**src/rtl/upsample_stream_serializer.sv**
```systemverilog
// Captures one flat upsampled feature map in a single handshake and replays it
// element by element with column/row/channel position and row/map-end flags.
//
// state | meaning
// IDLE  | waiting for a map; in_ready high
// SEND  | streaming elements k = 0..N-1; out_valid high
module upsample_stream_serializer #(
  parameter  int DATA_WIDTH = 16,
  parameter  int H          = 2,
  parameter  int W          = 2,
  parameter  int D          = 1,
  localparam int OH         = 2 * H,
  localparam int OW         = 2 * W,
  localparam int N          = D * OH * OW,
  localparam int IW         = N * DATA_WIDTH,
  localparam int CW         = (OW > 1) ? $clog2(OW) : 1,
  localparam int RW         = (OH > 1) ? $clog2(OH) : 1,
  localparam int CHW        = (D > 1) ? $clog2(D) : 1,
  localparam int KW         = (N > 1) ? $clog2(N) : 1
) (
  input  logic                  clk,
  input  logic                  rst_n,
  input  logic [IW-1:0]         in_data,
  input  logic                  in_valid,
  output logic                  in_ready,
  output logic [DATA_WIDTH-1:0] out_data,
  output logic                  out_valid,
  input  logic                  out_ready,
  output logic [CW-1:0]         out_col,
  output logic [RW-1:0]         out_row,
  output logic [CHW-1:0]        out_ch,
  output logic                  out_eol,
  output logic                  out_last
);

  localparam logic [KW-1:0] K_MAX = KW'(N - 1);
  localparam logic [CW-1:0] C_MAX = CW'(OW - 1);
  localparam logic [RW-1:0] R_MAX = RW'(OH - 1);

  typedef enum logic {IDLE, SEND} state_t;

  state_t                state_q, state_d;
  logic [DATA_WIDTH-1:0] map_q [N];
  logic [KW-1:0]         k_q, k_d;
  logic [CW-1:0]         c_d;
  logic [RW-1:0]         r_d;
  logic [CHW-1:0]        ch_d;
  logic                  in_ready_d, out_valid_d, eol_d, last_d;
  logic [DATA_WIDTH-1:0] data_d;
  logic                  capture;

  always_ff @(posedge clk or negedge rst_n) begin
    if (!rst_n) state_q <= IDLE;
    else        state_q <= state_d;
  end

  always_comb begin
    state_d = state_q;
    case (state_q)
      IDLE:    if (in_valid && in_ready) state_d = SEND;
      SEND:    if (out_ready && k_q == K_MAX) state_d = IDLE;
      default: state_d = IDLE;
    endcase
  end

  always_comb begin
    capture     = (state_q == IDLE) && in_valid && in_ready;
    k_d         = k_q;
    c_d         = out_col;
    r_d         = out_row;
    ch_d        = out_ch;
    in_ready_d  = in_ready;
    out_valid_d = out_valid;
    data_d      = out_data;
    eol_d       = out_eol;
    last_d      = out_last;
    case (state_q)
      IDLE: begin
        in_ready_d = 1'b1;
        if (capture) begin
          k_d         = '0;
          c_d         = '0;
          r_d         = '0;
          ch_d        = '0;
          in_ready_d  = 1'b0;
          out_valid_d = 1'b1;
          data_d      = in_data[DATA_WIDTH-1:0];
          eol_d       = (C_MAX == '0);
          last_d      = (K_MAX == '0);
        end
      end
      SEND: begin
        if (out_ready) begin
          if (k_q == K_MAX) begin
            out_valid_d = 1'b0;
            in_ready_d  = 1'b1;
            eol_d       = 1'b0;
            last_d      = 1'b0;
          end else begin
            k_d = k_q + KW'(1);
            // column wraps into row, row wraps into channel
            if (out_col == C_MAX) begin
              c_d = '0;
              if (out_row == R_MAX) begin
                r_d  = '0;
                ch_d = out_ch + CHW'(1);
              end else begin
                r_d = out_row + RW'(1);
              end
            end else begin
              c_d = out_col + CW'(1);
            end
            data_d = map_q[k_d];
            eol_d  = (c_d == C_MAX);
            last_d = (k_d == K_MAX);
          end
        end
      end
      default: ;
    endcase
  end

  always_ff @(posedge clk or negedge rst_n) begin
    if (!rst_n) begin
      k_q       <= '0;
      out_col   <= '0;
      out_row   <= '0;
      out_ch    <= '0;
      in_ready  <= 1'b0;
      out_valid <= 1'b0;
      out_data  <= '0;
      out_eol   <= 1'b0;
      out_last  <= 1'b0;
    end else begin
      k_q       <= k_d;
      out_col   <= c_d;
      out_row   <= r_d;
      out_ch    <= ch_d;
      in_ready  <= in_ready_d;
      out_valid <= out_valid_d;
      out_data  <= data_d;
      out_eol   <= eol_d;
      out_last  <= last_d;
    end
  end

  // Map storage carries no reset: it is only read after a capture refills it.
  always_ff @(posedge clk) begin
    if (capture) begin
      for (int i = 0; i < N; i++) map_q[i] <= in_data[i*DATA_WIDTH +: DATA_WIDTH];
    end
  end

endmodule
```
**config.mk**
```make
export PLATFORM = sky130hd
export DESIGN_NAME = upsample_stream_serializer
export DESIGN_NICKNAME = d
export VERILOG_FILES = /design/src/rtl/upsample_stream_serializer.sv
export SDC_FILE = /design/constraint.sdc
export NUM_CORES = 1
export LEC_CHECK = 0
export BUFFER_PORTS_ARGS = -buffer_cell sky130_fd_sc_hd__buf_2
export CORE_MARGIN = 8
export CORE_UTILIZATION = 40
export DETAILED_ROUTE_END_ITERATION = 12
export PLACE_DENSITY = 0.69
export SYNTH_ARGS = -nofsm -noshare
export SYNTH_HDL_FRONTEND = slang
export SYNTH_SLANG_ARGS = --single-unit
export TNS_END_PERCENT = 100
```
**constraint.sdc**
```tcl
create_clock -name clk -period 8.5 [get_ports clk]
set_input_delay 0 -clock clk [delete_from_list [all_inputs] [get_ports clk]]
set_output_delay 0 -clock clk [all_outputs]
set_load 0.005 [all_outputs]
```
==> results of run 1 <==
synthesized netlist by cell type, types with 2 or more instances:
cell type  number
inv_1           5
mux4_2         56
buf_6           3
nand3_1         7
nand2_1        33
a32o_1          2
nor2b_1         2
a222oi_1       15
nor2_1          4
buf_12          2
ha_1            5
edfxtp_1      256
mux4_1          8
buf_4           3
buf_2          11
nand2b_1        3
a31oi_1        15
clkbuf_1        9
a22o_1          4
o21ai_1         2
dfrtp_1        30
a21oi_1         3
buf_1           2
or3_1          16
o21ai_0        25
cell families after synthesis:
| logic type | synth area share [%] |
|---|---|
| flops | 76.3 |
| xor+xnor | 0.158 |
| mux | 13.5 |
| buf+inv | 1.94 |
| fa+ha+maj | 0.565 |
| simple gates | 3.08 |
| compound gates | 4.51 |
through the flow:
stage / area (sq um) / hold slack [ns]
floorplan: 11100 / -0.296
global placement: 12800 / 0.153
detailed placement: 12800 / 0.165
==> results_dict.tcl, run 1 <==
set metrics [dict create \
    outcome "did not finish" \
    haltStage "clock tree synthesis (4_1_cts)" \
    first-error "[ERROR RSZ-0060] Max buffer count reached." \
    synth_fp_nets 801 \
    port_buffers 284 \
    async_reset_ff_share_pct 10.5 \
    cts_buffer_depth 3 \
    synth_flop_cell "edfxtp_1" \
    cts_root_buf "clkbuf_16" \
    synth_top_area_share_pct 69.5 \
    yosysWarningCount 0 \
    die_y_microns 182 \
    syn_area_sq_um 11100 \
    post_synth_inst_count 536 \
    preCtsSetupSlack_ns 5.14 \
    h-tree-depth 1 \
    postCtsSetupRepairBufs 0 \
    seq_area_frac_synth_pct 76.3 \
    avgSynthCellArea_sq_um 20.6 \
    synth.ff_latch_count 286 \
    synth_area_leaders "edfxtp_1, mux4_2, dfrtp_1" \
    ys_types 40 \
    dp_hpwl_mm 20.5 \
    gp_congestion 0.807 \
    cts_hold_buffers 240 \
    ios 285 \
    cts_buffers 30 \
    place_inst 1140 \
    post_cts_resize_count 0 \
    synth-edff-count 256 \
    clkSinkCount 286 \
    rows 61 \
    dieWidth_microns 182 \
    yosys.area.top_type "edfxtp_1" \
    initial_core_util_pct 40.3 \
]
==> run 2: changes to the inputs <==
CORE_UTILIZATION = 25   (was 40)
PLACE_DENSITY = not set   (was 0.69)
PLACE_DENSITY_LB_ADDON = 0.15   (was not set)
==> results_dict.tcl, run 2 <==
set metrics [dict create \
    outcome "completed" \
    final_cells 1713 \
    synth_simple_gate_area_share_pct 3.08 \
    reg.largest.list "map_q (256), out_data (16), k_q (4)" \
    finalWorstSetupSlack_ns 5.16 \
    seqCellArea_sq_um 8440 \
    syn_area_sq_um 11100 \
    hold_viol 0 \
    place_inst 1386 \
    grt_pass1_wl_mm 53.1 \
    cts_buffers 36 \
    synth_compound_gate_area_share_pct 4.51 \
    initial_core_util_pct 25.2 \
    initialDrtViolationCount 400 \
    peakVddDrop_mv 0.131 \
    largest_register "map_q" \
    yosysWarningCount 0 \
    vias_per_cell 4.29 \
    synthAdderAreaFrac_pct 0.565 \
    cts_buffer_depth 3 \
    core_sq_um 43900 \
    grt-ovfl-total 0 \
    reg2regPathDepth 6 \
    ys_types 40 \
    cp_max_fo 35 \
    postCtsSetupRepairBufs 0 \
    post_cts_resize_count 0 \
    power_mw 4.85 \
    fin_crit_ns 3.34 \
    seq_area_frac_synth_pct 76.3 \
    synth_top_family_by_area "multiplexers" \
    synth_top_area_share_pct 69.5 \
    end_kind "flip-flop" \
    clkSinkCount 286 \
    multiInputGateArea_sq_um 2430 \
    post_synth_inst_count 536 \
    layout_commonest_cell "buf_2" \
    reg2reg_setup_slack_ns 5.16 \
    cp_slowest_cell "dfrtp_4" \
    synthXorXnorAreaFrac_pct 0.158 \
    required_ns 8.87 \
    async_reset_ff_share_pct 10.5 \
    drive_gt1_share_pct 36.7 \
    port_buffers 284 \
    slew_headroom_pct 19.1 \
    worstSetupPathType "flip-flop to flip-flop" \
    synth_flop_cell "edfxtp_1" \
    synth_area_leaders "edfxtp_1, mux4_2, dfrtp_1" \
    wl_mm 36.4 \
    max-cap-violations 0 \
    finClkSkew_ns 0.0160 \
    largest_reg_flops 256 \
    hold_ws_ns 0.102 \
    finalSetupViolations 0 \
    syn2layout_area_growth_pct 53.0 \
    rows 77 \
    max_stage_delay_ns 0.81 \
    first_global_vias 8471 \
    gp_congestion 0.734 \
    cellPowerDensity_nw_per_um2 286 \
    arrival_ns 3.70 \
    final_cell_mix "buf_2, dlygate4sd3_1, edfxtp_1" \
    h-tree-depth 2 \
    die_area_sq_um 51300 \
    cp-start-kind "flip-flop" \
    cts_tree "built" \
    hp-class "primary input to async pin" \
    fin_setup_tns_ns 0 \
    track_usage_pct 14.1 \
    yosysMostFrequentCell "edfxtp_1" \
    synthMuxAreaShare_pct 13.5 \
    clk_pin_slew_ns 0.06 \
    die_y_microns 226 \
    clk_latency_ns 0.53 \
    power_leakage_nw 6.24 \
    routedWlPerCell_microns 21.2 \
    design_area_sq_um 16900 \
    drt-pass1-iter-count 5 \
    yosys.area.top_type "edfxtp_1" \
    postRouteAntennaNets 0 \
    utilization_pct 38.5 \
    synth_fp_nets 801 \
    dp_hpwl_mm 23.7 \
    grt_max_degree 178 \
    avgSynthCellArea_sq_um 20.6 \
    nets 1355 \
    fillers 4132 \
    ios 285 \
    synth-edff-count 256 \
    synth.ff_latch_count 286 \
    drc 0 \
    via_count 7353 \
    cts_root_buf "clkbuf_16" \
    dpl_cell_area_sq_um 13100 \
    path_depth 6 \
    crit_family "flip-flops" \
    crit_chain "inv_1, ha_4, buf_4, mux4_2, a222oi_1, a31oi_1" \
    cp_num_buf_inv 2 \
    tightestPinTransition_ns 1.21 \
    drv_slew 0 \
    r2r_end "out_data[2]$_DFFE_PN0P_" \
    ys_top_cells_by_count "edfxtp_1, mux4_2, nand2_1" \
    clock.fmax_mhz 300 \
    antenna_found_initial 4 \
    dieWidth_microns 226 \
    cts_hold_buffers 258 \
    grt_setup_unrepaired "false" \
    post-route-period-util_pct 39.2 \
    reg2reg_from "k_q[0]$_DFFE_PN0P_" \
    preCtsSetupSlack_ns 5.03 \
]
run 2: report_power, final:
group          internal, mW  switching (mW)  total (mW)  leakage, nW
Combinational         0.682           0.748        1.43         2.98
Clock                 0.985           0.612        1.60        0.598
Sequential             1.70           0.116        1.82         2.66
run 2: worst reg2reg max path, cell delays in order, from the launching register on:
cell,delay (ns)
dfrtp_4,0.81
inv_1,0.17
ha_4,0.69
buf_4,0.53
mux4_2,0.41
a222oi_1,0.42
a31oi_1,0.13
run 2: worst max path at each step:
stage	slack, ns	to	startpoint
global route	4.85	out_data[2]$_DFFE_PN0P_	k_q[0]$_DFFE_PN0P_
CTS	5.01	out_data[2]$_DFFE_PN0P_	k_q[0]$_DFFE_PN0P_
detailed placement	5.03	out_data[2]$_DFFE_PN0P_	k_q[0]$_DFFE_PN0P_
finish	5.16	out_data[2]$_DFFE_PN0P_	k_q[0]$_DFFE_PN0P_
floorplan	2.09	map_q[0][0]$_DFFE_PP_	in_ready$_DFFE_PN0P_
global placement	5.04	out_data[3]$_DFFE_PN0P_	k_q[0]$_DFFE_PN0P_
run 2: cell families after synthesis:
group | after synthesis
AO/OA/AOI/OAI | 71
XOR/XNOR | 2
adder cells (fa/ha/maj) | 5
buffers and inverters | 36
flip-flops | 286
multiplexers | 66
AND/OR/NAND/NOR | 70
run 2: per-layer routing:
layer  track usage [%]  routed length, microns  vias to the layer above
met3              4.31                    2540                       52
met2              23.9                   18200                      231
li1                  -                       -                     3365
met1              16.9                   14800                     3703
met4              4.50                     810                        2
met5                 0                      12                        -
run 2: layout make-up:
| cell class | instances | area share [%] |
|---|---|---|
| flip-flops and latches | 286 | 49.9 |
| multi-input cells | 214 | 14.4 |
| repair buffers | 546 | 23.9 |
| clock buffers | 42 | 5.58 |
| diodes | 3 | 0.0443 |
| inverters | 6 | 0.177 |
| well taps | 592 | 4.37 |
| clock inverters | 24 | 1.71 |
No activity file was read; power rests on OpenSTA's default activity.
